<file path="src/rtl/div_seq_ctrl.sv">
// Sequencing controller for an 8-bit repeated-subtraction divider.
// It accepts a dividend/divisor pair under a start/done/ack handshake and
// drives the load and subtract strobes of an external remainder register.
// The fed-back remainder is compared against the divisor, subtractions are
// counted into the quotient, a zero divisor is flagged, and the results are
// held until they are acknowledged.
module div_seq_ctrl #(
  parameter int W = 8
) (
  input  logic         clk,
  input  logic         rst,
  input  logic         start,
  input  logic [W-1:0] dividend,
  input  logic [W-1:0] divisor,
  input  logic         ack,
  input  logic [W-1:0] rem_q,
  output logic         rem_ld,
  output logic         rem_upd,
  output logic [W-1:0] rem_din,
  output logic [W-1:0] rem_d,
  output logic         busy,
  output logic         done,
  output logic [W-1:0] quotient,
  output logic [W-1:0] remainder,
  output logic         div_zero
);

  typedef enum logic [2:0] {
    IDLE  = 3'd0,
    LOAD  = 3'd1,
    CHECK = 3'd2,
    SUB   = 3'd3,
    DONE  = 3'd4
  } state_t;

  state_t       state;
  logic [W-1:0] op_a;
  logic [W-1:0] op_b;
  logic [W-1:0] q;

  // The captured operands feed the datapath directly and stay put until the
  // next accepted request.
  assign rem_din = op_a;
  assign rem_d   = op_b;

  // Controller FSM. The strobes and the status flags are registered together
  // with the state they belong to, so each one is high for exactly the cycles
  // its state occupies. The counter q cannot wrap: the largest quotient,
  // all-ones / 1, is exactly all-ones.
  always_ff @(posedge clk) begin
    if (rst) begin
      state     <= IDLE;
      op_a      <= '0;
      op_b      <= '0;
      q         <= '0;
      quotient  <= '0;
      remainder <= '0;
      div_zero  <= 1'b0;
      rem_ld    <= 1'b0;
      rem_upd   <= 1'b0;
      busy      <= 1'b0;
      done      <= 1'b0;
    end else begin
      rem_ld  <= 1'b0;
      rem_upd <= 1'b0;
      case (state)
        IDLE: begin
          if (start) begin
            op_a <= dividend;
            op_b <= divisor;
            q    <= '0;
            if (divisor == '0) begin
              // Zero divisor: finish right away and leave the datapath alone.
              state     <= DONE;
              done      <= 1'b1;
              div_zero  <= 1'b1;
              quotient  <= '1;
              remainder <= dividend;
            end else begin
              state    <= LOAD;
              rem_ld   <= 1'b1;
              busy     <= 1'b1;
              div_zero <= 1'b0;
            end
          end
        end
        LOAD: begin
          state <= CHECK;
        end
        CHECK: begin
          // rem_q has settled by now, because the register acted on the
          // previous cycle's strobe at its negedge.
          if (rem_q >= op_b) begin
            state   <= SUB;
            rem_upd <= 1'b1;
          end else begin
            state     <= DONE;
            busy      <= 1'b0;
            done      <= 1'b1;
            quotient  <= q;
            remainder <= rem_q;
          end
        end
        SUB: begin
          q     <= q + W'(1);
          state <= CHECK;
        end
        DONE: begin
          if (ack) begin
            state <= IDLE;
            done  <= 1'b0;
          end
        end
        default: begin
          state <= IDLE;
          busy  <= 1'b0;
          done  <= 1'b0;
        end
      endcase
    end
  end

endmodule

</file>
<file path="config.mk">
export PLATFORM = sky130hd
export DESIGN_NAME = div_seq_ctrl
export DESIGN_NICKNAME = d
export VERILOG_FILES = /design/src/rtl/div_seq_ctrl.sv
export SDC_FILE = /design/constraint.sdc
export NUM_CORES = 1
export LEC_CHECK = 0
export ABC_AREA = 1
export BUFFER_PORTS_ARGS = -buffer_cell sky130_fd_sc_hd__buf_2
export CAP_MARGIN = 30
export CORE_MARGIN = 2
export CORE_UTILIZATION = 30
export CTS_CLUSTER_SIZE = 28
export DETAILED_ROUTE_END_ITERATION = 8
export PLACE_DENSITY = 0.47
export SLEW_MARGIN = 25
export SYNTH_ARGS = -nofsm -noshare
export SYNTH_HDL_FRONTEND = slang
export SYNTH_SLANG_ARGS = --single-unit
</file>
<file path="constraint.sdc">
create_clock -name clk -period 2 [get_ports clk]
set_input_delay 0.3 -clock clk [delete_from_list [all_inputs] [get_ports clk]]
set_output_delay 0.3 -clock clk [all_outputs]
set_load 0.03 [all_outputs]
</file>
* Yosys cells after proc, flatten, opt, wreduce, memory -nomap -nowiden
Index checks and enable logic that the tools add are counted.
** Cells by class
- Add/sub/neg operators :: 1
- Order comparisons :: 1
- Eq/ne operators :: 9
- Multiplexer cells :: 27
- Bitwise gates (word level) :: 5
- Reduce and logical (&&, ||, !) cells :: 14
** Operators by type and width (count)
- two-way mux 8 bit :: 7
- one-hot mux 8 bit (2 select lines) :: 3
- two-way mux 3 bit :: 4
- one-hot mux 3 bit (4 select lines) :: 1
- two-way mux 1 bit :: 10
- inequality test 2 bit (second input constant) :: 5
- adder 8 x 1 -> 8 bit (second input constant) :: 1
- greater-or-equal comparator 8 bit :: 1
- logical NOT 8 bit :: 1
- AND reduction 4 bit :: 2
- == test 3 x 2 -> 1 bit (second input constant) :: 2
- AND reduction 2 bit :: 3
- OR reduction 3 bit :: 2
- NOT 1 bit :: 5
- AND reduction 5 bit :: 1
- one-hot mux 1 bit (4 select lines) :: 1
- nonzero test 2 bit :: 2
- OR reduction 2 bit :: 2
- == test 3 x 1 -> 1 bit (second input constant) :: 1
- == test 3 bit (second input constant) :: 1
- logical NOT 3 bit :: 1
- one-hot mux 1 bit (3 select lines) :: 1
** Word-level totals
- Register bits :: 48
- Bits of input ports :: 28
- Output and inout bits :: 37
- Word-level logic and storage cells :: 68

* Depth between registers and ports, before layout
- Depth after elaboration :: 4
- Mapped depth :: 14
- Depth with buffers taken out :: 14

* Least setup slack after synthesis
Ideal clock, no wire load.
- Path kind :: flip-flop to flip-flop
- From :: register op_b[3], in the netlist rem_d[3]
- To :: register remainder[6]
- Library setup time :: 0.115 ns
- Data arrival time :: 1.683 ns
- Required time :: 1.885 ns
- Slack :: 0.202 ns
- Stages on the path, launching flop included :: 13
- Path buffers :: 1
- Clock period less this slack :: 1.798 ns
- Cells stage by stage :: dfxtp_1 -> inv_1 -> ha_1 -> nand2_1 -> nor2_1 -> nor2_1 -> nand2_1 -> nand2_1 -> nand2_1 -> nand2_2 -> buf_2 -> a21oi_1 -> nor2_1
** Between the ends
- Longest elaborated chain between the ends :: 3
** Ends and longest elaborated chain
- from (decl) :: RTL line 38 : logic [W-1:0] op_b;
- from (signal assigned) :: RTL line 70 : op_b <= divisor;
- greater-or-equal comparator 8 bit :: RTL line 93 : if (rem_q >= op_b) begin
- inequality test 2 bit (no source line)
- AND reduction 4 bit (no source line)
- to (signal assigned) :: RTL line 78 : remainder <= dividend;
- to (signal assigned) :: RTL line 101 : remainder <= rem_q;
- to (decl) :: RTL line 24 : output logic [W-1:0] remainder,
No other way between the ends.
A chain may end at the register's enable or synchronous reset.

* Final worst setup path
- From :: register op_b[3], in the netlist rem_d[3]
- To :: register quotient[5]
** Between the ends
- Longest elaborated chain between the ends :: 3
** Ends and longest elaborated chain
- greater-or-equal comparator 8 bit :: RTL line 93
- inequality test 2 bit (no source line)
- AND reduction 4 bit (no source line)
- to (signal assigned) :: RTL line 100 : quotient <= q;
- to (decl) :: RTL line 23 : output logic [W-1:0] quotient,
No other way between the ends.

==> impl_metrics.py <==
metrics = {
    "outcome": {
        "outcome": "completed",
    },
    "logic_synthesis": {
        "synth_nets": 365,
        "ys_ff_latch": 48,
        "syn_inst": 328,
        "avgSynthCellArea_um2": 7.14,
        "yosysSeqAreaShare": 0.410,
        "synth_cell_type_count": 29,
        "syn-cell-area_mm2": 0.00234,
        "yosysWarnings": 0,
    },
    "worst_setup_path": {
        "end_kind": "flop",
        "r2r_start": "rem_d[3]",
        "reg2reg_slack_ns": 0.28,
        "crit_chain": "inv_1 > ha_1 > nand2_1 > nor2_1 > nor2_1 > nand2_1 > nand2_1 > nand2_1 > inv_1 > nand2_1 > o21ai_0 > nor2_1",
        "cp_common_cell": "nand2_1",
        "critical_path_class": "flop to flop",
        "required_ns": 2.19,
        "worstPathArrival_ns": 1.91,
        "r2r_end": "quotient[5]",
        "cp_max_fo": 8,
        "start_kind": "flop",
        "cp_slowest_cell": "dfxtp_1",
        "reg2reg_depth": 12,
        "max_stage_delay_ns": 0.33,
    },
    "die": {
        "start_util": 0.306,
        "dieArea_mm2": 0.00853,
        "io-pin-count": 65,
        "die_h_um": 92.3,
        "rows": 32,
        "core-area_mm2": 0.00765,
        "die_w_um": 92.3,
    },
    "timing": {
        "rsz0062_at_grt": "false",
        "hold_violations": 0,
        "fmax_ghz": 0.580,
        "period_minus_slack_ns": 1.72,
        "final_max_slew_viol_count": 0,
        "setup_viol": 0,
        "worst_pin_slew_ns": 0.454,
        "finClkSkew_ns": 0.00844,
        "holdWs_ns": 0.239,
        "slew_headroom": 0.697,
        "post-route-period-util": 0.862,
        "setup-tns-final_ns": 0,
    },
    "routing": {
        "drt-initial-drc-count": 79,
        "ant_nets": 0,
        "post-route-drc-count": 0,
        "via_count": 2230,
        "drt_wl_total_um": 6280,
        "wl_per_cell_um": 12.7,
        "first_pass_iters": 5,
        "via_per_inst": 4.51,
    },
    "pwr": {
        "peakVddDrop_mv": 0.264,
        "power_frac_seq": 0.424,
        "p_per_area_mw_per_mm2": 911,
        "combPwrFrac": 0.360,
        "pwr-share-clk": 0.216,
        "p_int_mw": 1.60,
        "p_sw_frac": 0.386,
        "power.total_mw": 2.60,
        "p_sw_mw": 1.01,
        "p_leak_nw": 1.39,
    },
    "placement": {
        "place_area_mm2": 0.00278,
        "hpwl_um": 4770,
        "portBuffers": 64,
        "finalWeightedCongestion": 0.779,
    },
    "job": {
        "drv_cap": 0,
    },
    "worst_hold_path": {
        "hold_path_end": "rem_d[0]",
        "holdPathStages": 3,
        "min_from": "divisor[0]",
        "hold_path.class": "input pin to flop",
    },
    "global_route": {
        "grt_pass1_wl_um": 10300,
        "grt_pass1_vias": 2025,
        "antenna_found_initial": 0,
        "grt_max_degree": 26,
        "grt-ovfl-total": 0,
        "grtUsageTotal": 0.154,
    },
    "final_layout": {
        "fin_area_mm2": 0.00286,
        "area_growth_pct": 22.2,
        "num_antenna_cells": 0,
        "nets": 430,
        "final_core_util": 0.374,
        "drive_gt1_frac": 0.239,
    },
    "clock_tree": {
        "tritoncts": "yes",
        "cts_buffers": 5,
        "h-tree-depth": 2,
        "clockRootBuffer": "clkbuf_8",
        "postCtsHoldBufs": 0,
        "clk_latency_ns": 0.30,
        "cts_buffer_depth": 2,
        "clkTransAtPathRegs_ns": 0.09,
        "cts.sinks": 48,
    },
}
## metrics by stage
step           cells  worst slack (ns)
2_1_floorplan    328             0.202
3_3_place_gp     488             0.278
3_5_place_dp     488             0.233
4_1_cts          495             0.260
5_1_grt          495            0.0239
6_report         495             0.277
## repair_timing
item                                   CTS  global route
setup endpoints to repair                0             1
setup buffers                            0             0
gates resized for setup                  0             1
endpoints found under the hold margin    0             0
## final cells by class
type                    count  area [um^2]
clock inverters             1         5.00
clock buffers               6         72.6
well taps                 102          128
fillers                   854         4790
repair buffers             71          410
flip-flops and latches     48          961
multi-input cells         226         1130
inverters                  41          154
## worst max path at each step
stage               startpoint            to  slack, ns  cells after the start
detailed placement    rem_q[3]   quotient[0]       0.23                     12
CTS                   rem_d[3]   quotient[0]       0.26                     12
floorplan             rem_d[3]  remainder[6]       0.20                     12
global route          rem_d[3]   quotient[0]       0.02                     12
global placement      rem_q[3]          done       0.28                     13
finish                rem_d[3]   quotient[5]       0.28                     12
## sequential cells by signal (all words and copies together) (netlist names)
signal / cells
done: 1
rem_d: 8
rem_ld: 1
rem_din: 8
q: 8
rem_upd: 1
state: 3
quotient: 8
remainder: 8
div_zero: 1
busy: 1
## power groups by stage
stage / Combinational [mW] / Clock (mW) / Sequential [mW]
CTS: 0.954 / 0.590 / 1.11
detailed placement: 0.950 / 0 / 1.13
global placement: 0.943 / 0 / 1.13
floorplan: 0.503 / 0 / 1.29
finish: 0.938 / 0.562 / 1.11
global route: 1.05 / 0.625 / 1.12
## kinds of logic after synthesis
| group | synth area share |
|---|---|
| compound gates | 0.169 |
| fa+ha+maj | 0.0481 |
| buf+inv | 0.107 |
| xor+xnor | 0.00374 |
| flops | 0.410 |
| simple gates | 0.262 |
## worst max-delay path, delay by kind of cell (launching register included)
kind / cells / cell delay [ns]
fa+ha+maj: 1 / 0.29
flops: 1 / 0.33
compound gates: 1 / 0.22
buf+inv: 2 / 0.13
simple gates: 8 / 0.65
## per-layer routing
layer  vias up  global-route usage  part of all wire
met5         -                   0                 0
met4         0              0.0448            0.0073
met3         4              0.0325             0.058
met2        60               0.231              0.45
met1       993               0.221              0.48
li1       1173                   -                 -
## cell usage after synthesis
master / count / area share
nand2_1: 86 / 0.14
dfxtp_1: 48 / 0.41
inv_1: 39 / 0.063
a21oi_1: 37 / 0.079
nor2_1: 32 / 0.051
o21ai_0: 22 / 0.047
nand3_1: 13 / 0.028
ha_1: 9 / 0.048
a21oi_2: 6 / 0.022
buf_2: 4 / 0.0086
clkbuf_1: 4 / 0.0064
nand2_2: 4 / 0.011
buf_6: 3 / 0.014
nand4_1: 3 / 0.0080
clkbuf_8: 2 / 0.012
nor3_1: 2 / 0.0043
or2_4: 2 / 0.0075
a211oi_1: 1 / 0.0032
a21oi_4: 1 / 0.0070
and3_1: 1 / 0.0027
clkinv_1: 1 / 0.0016
inv_2: 1 / 0.0016
nand3_2: 1 / 0.0043
nor2_2: 1 / 0.0027
nor2_4: 1 / 0.0048
o211a_1: 1 / 0.0043
o21a_1: 1 / 0.0032
o22ai_1: 1 / 0.0027
xor2_1: 1 / 0.0037
## cell usage in the layout, fill, tap and decap left out
master,n
o22ai_1,1
a211oi_1,1
buf_4,4
or2_4,2
clkbuf_1,1
clkinv_2,1
inv_2,1
and3_1,1
nor2_4,1
nand3_2,1
buf_12,3
o21ai_0,21
a21oi_2,6
nand3_1,13
o211a_1,1
nand2_1,86
nand4_1,3
nor2_1,32
nor3_1,2
nor2_2,1
buf_2,64
a21oi_4,1
dfxtp_1,48
nand2_2,4
a21oi_1,37
clkbuf_8,5
xor2_1,1
clkinv_1,1
inv_1,39
o21a_1,1
o21ai_1,1
ha_1,9
Note: power is estimated with default switching activity, not from simulation.
